--- config.mk ---
export PLATFORM = sky130hd
export DESIGN_NAME = input_buffer_flat
export DESIGN_NICKNAME = d
export VERILOG_FILES = /design/src/rtl/input_buffer_if.sv /design/src/rtl/input_buffer.sv /design/src/flat_wrapper.sv
export SDC_FILE = /design/constraint.sdc
export NUM_CORES = 1
export LEC_CHECK = 0
export ABC_CLOCK_PERIOD_IN_PS = 6100
export CAP_MARGIN = 20
export CORE_AREA = 2 2 154 156
export CTS_CLUSTER_SIZE = 12
export DETAILED_ROUTE_END_ITERATION = 7
export DIE_AREA = 0 0 156 158
export GPL_ROUTABILITY_DRIVEN = 0
export PLACE_DENSITY_LB_ADDON = 0.15
export SYNTH_ARGS = -nofsm -noshare
export SYNTH_HDL_FRONTEND = slang
export SYNTH_SLANG_ARGS = --single-unit
--- constraint.sdc ---
create_clock -name ib_clk -period 6.1 [get_ports ib_clk]
set_input_delay 0.915 -clock ib_clk [delete_from_list [all_inputs] [get_ports ib_clk]]
set_output_delay 0.915 -clock ib_clk [all_outputs]
set_load 0.02 [all_outputs]
--- src/rtl/input_buffer_if.sv ---
// Link-side and route-computation-side signals of one router input buffer.
// The master modport drives writes and consumes flits; the slave is the buffer.
interface input_buffer_if #(
  parameter int DEPTH    = 8,
  parameter int WIDTH    = 3,
  parameter int DATASIZE = 40
);
  logic [DATASIZE-1:0] data_in;
  logic                valid_in;
  logic                ready_out;
  logic [DATASIZE-1:0] data_out;
  logic                valid_out;
  logic                rc_ready;
  logic [WIDTH:0]      pressure_out;
  logic                overflow_err;

  modport master (
    output data_in,
    output valid_in,
    input  ready_out,
    input  data_out,
    input  valid_out,
    output rc_ready,
    input  pressure_out,
    input  overflow_err
  );

  modport slave (
    input  data_in,
    input  valid_in,
    output ready_out,
    output data_out,
    output valid_out,
    input  rc_ready,
    output pressure_out,
    output overflow_err
  );
endinterface

--- src/rtl/input_buffer.sv ---
// Show-ahead circular flit FIFO with occupancy output and sticky overflow.
// Storage is not reset; only pointers, count and the overflow flag are.
module input_buffer #(
  parameter int DEPTH    = 8,
  parameter int WIDTH    = 3,
  parameter int DATASIZE = 40
) (
  input logic           ib_clk,
  input logic           rst,
  input_buffer_if.slave bus
);

  localparam logic [WIDTH:0]   LP_FULL = (WIDTH+1)'(DEPTH);
  localparam logic [WIDTH:0]   LP_ZERO = '0;
  localparam logic [WIDTH:0]   LP_CONE = 1;
  localparam logic [WIDTH-1:0] LP_PONE = 1;

  logic [DATASIZE-1:0] r_mem [DEPTH];
  logic [WIDTH-1:0]    r_wr_ptr;
  logic [WIDTH-1:0]    r_rd_ptr;
  logic [WIDTH:0]      r_count;
  logic                r_ovf;

  logic w_ready;
  logic w_valid;
  logic w_push;
  logic w_pop;

  assign w_ready = (r_count != LP_FULL);
  assign w_valid = (r_count != LP_ZERO);
  assign w_push  = bus.valid_in && w_ready;
  assign w_pop   = w_valid && bus.rc_ready;

  assign bus.ready_out    = w_ready;
  assign bus.valid_out    = w_valid;
  assign bus.data_out     = r_mem[r_rd_ptr];
  assign bus.pressure_out = r_count;
  assign bus.overflow_err = r_ovf;

  // rst gate keeps an edge during reset from writing a stale entry
  always_ff @(posedge ib_clk) begin
    if (w_push && !rst) begin
      r_mem[r_wr_ptr] <= bus.data_in;
    end
  end

  always_ff @(posedge ib_clk or posedge rst) begin
    if (rst) begin
      r_wr_ptr <= '0;
      r_rd_ptr <= '0;
      r_count  <= '0;
      r_ovf    <= 1'b0;
    end else begin
      if (w_push) begin
        r_wr_ptr <= r_wr_ptr + LP_PONE;
      end
      if (w_pop) begin
        r_rd_ptr <= r_rd_ptr + LP_PONE;
      end
      unique case ({w_push, w_pop})
        2'b10:   r_count <= r_count + LP_CONE;
        2'b01:   r_count <= r_count - LP_CONE;
        default: r_count <= r_count;
      endcase
      if (bus.valid_in && !w_ready) begin
        r_ovf <= 1'b1;
      end
    end
  end

endmodule

--- src/flat_wrapper.sv ---
// flat-port wrapper written by rule: the top's interface ports become plain ports
module input_buffer_flat 
#(
  parameter int DEPTH    = 8,
  parameter int WIDTH    = 3,
  parameter int DATASIZE = 40
)
  (ib_clk, rst, bus_data_in, bus_valid_in, bus_ready_out, bus_data_out, bus_valid_out, bus_rc_ready, bus_pressure_out, bus_overflow_err);
  input_buffer_if #(.DEPTH(DEPTH), .WIDTH(WIDTH), .DATASIZE(DATASIZE)) bus_i ();
  input logic ib_clk;
  input logic rst;
  input wire logic [$bits(bus_i.data_in)-1:0] bus_data_in;
  input wire logic [$bits(bus_i.valid_in)-1:0] bus_valid_in;
  output wire logic [$bits(bus_i.ready_out)-1:0] bus_ready_out;
  output wire logic [$bits(bus_i.data_out)-1:0] bus_data_out;
  output wire logic [$bits(bus_i.valid_out)-1:0] bus_valid_out;
  input wire logic [$bits(bus_i.rc_ready)-1:0] bus_rc_ready;
  output wire logic [$bits(bus_i.pressure_out)-1:0] bus_pressure_out;
  output wire logic [$bits(bus_i.overflow_err)-1:0] bus_overflow_err;
  assign bus_i.data_in = bus_data_in;
  assign bus_i.valid_in = bus_valid_in;
  assign bus_ready_out = bus_i.ready_out;
  assign bus_data_out = bus_i.data_out;
  assign bus_valid_out = bus_i.valid_out;
  assign bus_i.rc_ready = bus_rc_ready;
  assign bus_pressure_out = bus_i.pressure_out;
  assign bus_overflow_err = bus_i.overflow_err;
  input_buffer #(.DEPTH(DEPTH), .WIDTH(WIDTH), .DATASIZE(DATASIZE)) u_core (.ib_clk(ib_clk), .rst(rst), .bus(bus_i));
endmodule
---- Word level (Yosys, flattened, before mapping) ----
Memory sizes are Yosys's and may differ from the RTL's.
Index checks and enable logic that the tools add are counted.
word-level totals
  memory bits (writable) .................. 320
  register bits after elaboration ......... 11
  memories ................................ 1
cells by class
  reductions and logical operators ........ 8
  multiplexer cells ....................... 3
  add/subtract/negate cells ............... 4
  equal/unequal tests ..................... 3
memory list
  memory        depth  width  read ports  clocked after Yosys merged registers in  wr ports  RTL line            source
  u_core.r_mem  8      40     1           0                                        1         input_buffer.sv:18  logic [DATASIZE-1:0] r_mem [DEPTH];
operators with widths
  cell                   count
  $pmux W4 S2            1
  $add A3 B1 Y3 const B  2
  $add A4 B1 Y4 const B  1
  $logic_and A1 B1 Y1    4
  $ne A4 B4 Y1 const B   1
  $reduce_bool A4 Y1     1
  $sub A4 B1 Y4 const B  1
  $eq A2 B1 Y1 const B   1
  $eq A2 B2 Y1 const B   1
  $logic_not A1 Y1       2
  $mux W1                2
  $reduce_bool A2 Y1     1

---- Depth between registers and ports, before layout ----
  word-level depth ........................ 5
  gate-level depth with buffers ........... 11
  depth with buffers taken out ............ 9

---- Least setup slack after synthesis ----
No wires, ideal clock.
  path type ............................... input-to-reg
  start ................................... input port bus_valid_in
  end ..................................... memory u_core.r_mem[0][0], enable pin
  stages .................................. 3
  slack ................................... 0.193 ns
  arrival ................................. 5.356 ns
  buffers on the path ..................... 1
  setup time .............................. 0.551 ns
  cells stage by stage .................... buf_2 -> nand2_8 -> nor4b_1
on the way
  word-level cells in the longest chain between the ends .. 4
ends and longest elaborated chain
  what                           RTL line            source
  from (decl)                    flat_wrapper.sv:13  input wire logic [$bits(bus_i.valid_in)-1:0] bus_valid_in;
  $logic_and A1 B1 Y1            input_buffer.sv:31  assign w_push = bus.valid_in && w_ready;
  $logic_and A1 B1 Y1            input_buffer.sv:42  if (w_push && !rst) begin
  $mux W1                        input_buffer.sv:42
  $mux W1 (not written as such)  input_buffer.sv:43  r_mem[r_wr_ptr] <= bus.data_in;
  to (decl)                      input_buffer.sv:18
Every way passes these cells.

---- Worst setup path in the final report ----
  start ................................... register u_core.r_rd_ptr[0]
  end ..................................... output port bus_data_out[4]
on the way
  word-level cells in the longest chain between the ends .. 1
ends and longest elaborated chain
  what                    RTL line            source
  from (decl)             input_buffer.sv:20  logic [WIDTH-1:0] r_rd_ptr;
  from (signal assigned)  input_buffer.sv:58  r_rd_ptr <= r_rd_ptr + LP_PONE;
  $mem_v2 Z8 W40          -
  to (decl)               flat_wrapper.sv:15  output wire logic [$bits(bus_i.data_out)-1:0] bus_data_out;
Every way passes these cells.

==> key figures <==
Status
  – Outcome: complete, no violations

Detailed routing
  – Number of DRC markers in iteration 0: 369
  – Met3 routed WL: 936 microns
  – DR WL/cell: 24.6 microns
  – Metal-1 WL: 10000 microns
  – DR pass1 iterations: 4
  – Vias: 5763
  – Detail Route met2 WL: 12200 microns
  – DRT antenna net count: 0
  – Vias/cell: 6.01
  – DRC viols: 0
  – Routed Wire Length: 23600 microns
  – Top Metal Used: met4

Layout
  – Area Overhead vs Synth: 16.7%
  – Fillcell total: 1465
  – Most frequent cells in the layout: edfxtp_1 (320), clkdlybuf4s50_1 (90), mux4_1 (79)
  – Final Core Density: 0.662
  – Share of post-route cells with drive strength above 1: 0.167
  – Most common cell after layout, fill and taps aside: edfxtp_1
  – N_diodes: 0
  – Final std cells w/o fill: 959
  – Fin area: 0.0153 sq mm
  – Nets: 700

Floorplanning
  – DIE HEIGHT: 158 microns
  – Initial Util: 0.567
  – Site row count: 56
  – DIE WIDTH: 156 microns
  – Num ports: 91
  – Core box area: 0.0231 sq mm
  – Die area: 0.0246 sq mm

Synth
  – Post-Syn Area: 0.0131 sq mm
  – Post-synthesis cell type count: 43
  – Cells after Synth: 540
  – Async set or reset register ratio after synthesis: 0.0332
  – Syn nets: 588
  – Seq/Total Area, Yosys: 0.756
  – #FFs+latches synth: 331
  – Main synth FF type: edfxtp_1
  – Mean Syn Cell Area: 24.2 sq um
  – Warnings from Yosys: 0
  – Post-synth EDFFs: 320

Global routing
  – Grt ovf: 0
  – Initial antenna violation count: 0
  – Global-route total usage across every layer: 0.196
  – Largest net degree at the start of global routing: 83
  – First-pass GRT wire length: 35100 microns
  – Number of global-route vias before repair: 5989

Place
  – Dpl ws: 2.08 ns
  – DP Cell Count: 905
  – Port buffer count: 90
  – DP HPWL: 12800 microns
  – Cell Area, Placed: 0.0143 sq mm

Worst setup path
  – Worst path buffer plus inverter count: 2
  – CP endpoint kind: output port
  – Arrival @ worst endpoint: 3.60 ns
  – CP Cell Sequence: buf_4, mux4_1, mux2_2, clkdlybuf4s50_1
  – Crit-path max cell delay: 1.12 ns
  – Slowest cell on the critical path: dfrtp_4
  – CP Data Required Time: 5.18 ns
  – Crit start category: register
  – Crit path max-delay family: flip-flops
  – Worst Path Class, Setup: reg -> out
  – CP max FO: 63

Timing
  – Final setup TNS: 0 ns
  – Endpoints failing hold: 0
  – Final period util: 0.740
  – Fin. max-slew vios: 0
  – Headroom to the max-slew limit: 0.277
  – Final setup fails: 0
  – RSZ-0062 raised after global routing: no
  – Clock Skew: 0.0107 ns
  – Min cycle time layout: 4.51 ns
  – Slew @ Worst Pin: 1.08 ns
  – Max Fclk: 0.222 GHz
  – Final worst slack: 1.59 ns

Clocking
  – Clk buf depth: 3
  – Worst-skew pair later-pin latency: 0.50 ns
  – PostCTS Resize Cnt: 0
  – Postcts setup bufs: 0
  – H-tree Lvls: 2
  – CTS Buf Count: 35
  – Root buffer cell: clkbuf_16
  – Worst-path clk slew: 0.06 ns
  – Hold_buf cts: 0
  – Clock Sink Count: 331
  – CTS tree: yes

Power
  – Clock Power Share: 0.265
  – Leakage: 5.07 nW
  – Peak supply drop: 254 uV
  – Psw: 1.96 mW
  – Reg power frac: 0.439
  – Pwr Density: 449 mW/mm^2
  – Net Sw Frac: 0.286
  – Comb pwr share: 0.296
  – Int Pwr: 4.90 mW

Run
  – Max Cap Viol: 0

Min path
  – Path type of the worst min-delay path: reg -> reg
-- logic make-up (layout without fill, tap and decap cells) --
family	after synthesis	count (layout)	share of synthesized area
adders and majority gates	4	4	0.00383
AOI/OAI and AO/OA	10	10	0.00622
buffers and inverters	33	162	0.0161
and+or+nand+nor	33	33	0.0162
muxes	123	123	0.198
DFF	331	331	0.756
xor gates and xnor gates	6	6	0.00402
-- layer usage --
layer | vias up | global-route usage
met2 | 131 | 0.337
met4 | 0 | 0.0585
met5 | - | 0
met1 | 3017 | 0.259
met3 | 35 | 0.0361
li1 | 2580 | -
-- cells in the mapped netlist, drive strengths merged (2+ instances only) --
library cell  instances  area [sq um]
edfxtp              320          9610
mux4                 80          2100
mux2                 43           488
buf                  18           153
clkbuf               11          42.5
dfrtp                11           275
nor2                  6          22.5
xnor2                 5          43.8
ha                    4          50.1
inv                   4          15.0
nand2                 4          31.3
nand3                 4          20.0
nor3                  4          20.0
nand2b                2          12.5
nor3b                 2          15.0
-- worst register-to-register path, delay by kind of cell, from the launching register on --
kind	cells	cell delay [ns]
flops	1	0.54
buf+inv	1	0.45
simple gates	3	1.65
-- cell type report --
class	count	area [sq um]	area share
sequential	331	9890	0.648
multi-input combinational	176	3030	0.199
timing repair buffer	104	1010	0.0659
clock buffer	45	913	0.0598
tap	290	363	0.0238
clock inverter	9	42.5	0.00279
inverter	4	15.0	0.000984
-- final timing paths --
| kind | startpoint | endpoint | slack, ns | depth (start not counted) |
|---|---|---|---|---|
| max | u_core.r_rd_ptr[0] | bus_data_out[4] | 1.59 | 4 |
| min | u_core.bus.overflow_err | u_core.bus.overflow_err | 0.48 | 1 |
| max reg2reg | u_core.bus.pressure_out[1] | u_core.r_mem[5][20] | 3.14 | 4 |
| min reg2reg | u_core.bus.overflow_err | u_core.bus.overflow_err | 0.48 | 1 |
| max in group asynchronous | rst | u_core.r_rd_ptr[0] | 4.87 | 2 |
| min in group asynchronous | rst | u_core.bus.overflow_err | 0.87 | 2 |
-- stage by stage --
step | power [mW] | hold slack (ns)
floorplan | 4.35 | 0.525
global placement | 5.06 | 0.463
detailed placement | 5.12 | 0.470
CTS | 6.95 | 0.486
global route | 7.14 | 0.532
finish | 6.86 | 0.484
-- power groups by stage --
stage	clock, mW	combinational, mW	sequential (mW)
CTS	1.86	2.07	3.02
detailed placement	0	2.05	3.07
finish	1.82	2.03	3.01
global placement	0	2.01	3.05
floorplan	0	1.52	2.83
global route	1.94	2.15	3.05
-- flip-flops by register name, indices dropped and copies added, names as in the netlist --
register / count
u_core.r_rd_ptr: 3
u_core.r_mem: 320
u_core.bus.overflow_err: 1
u_core.r_wr_ptr: 3
u_core.bus.pressure_out: 4
Note: power is estimated with default switching activity, not from simulation.
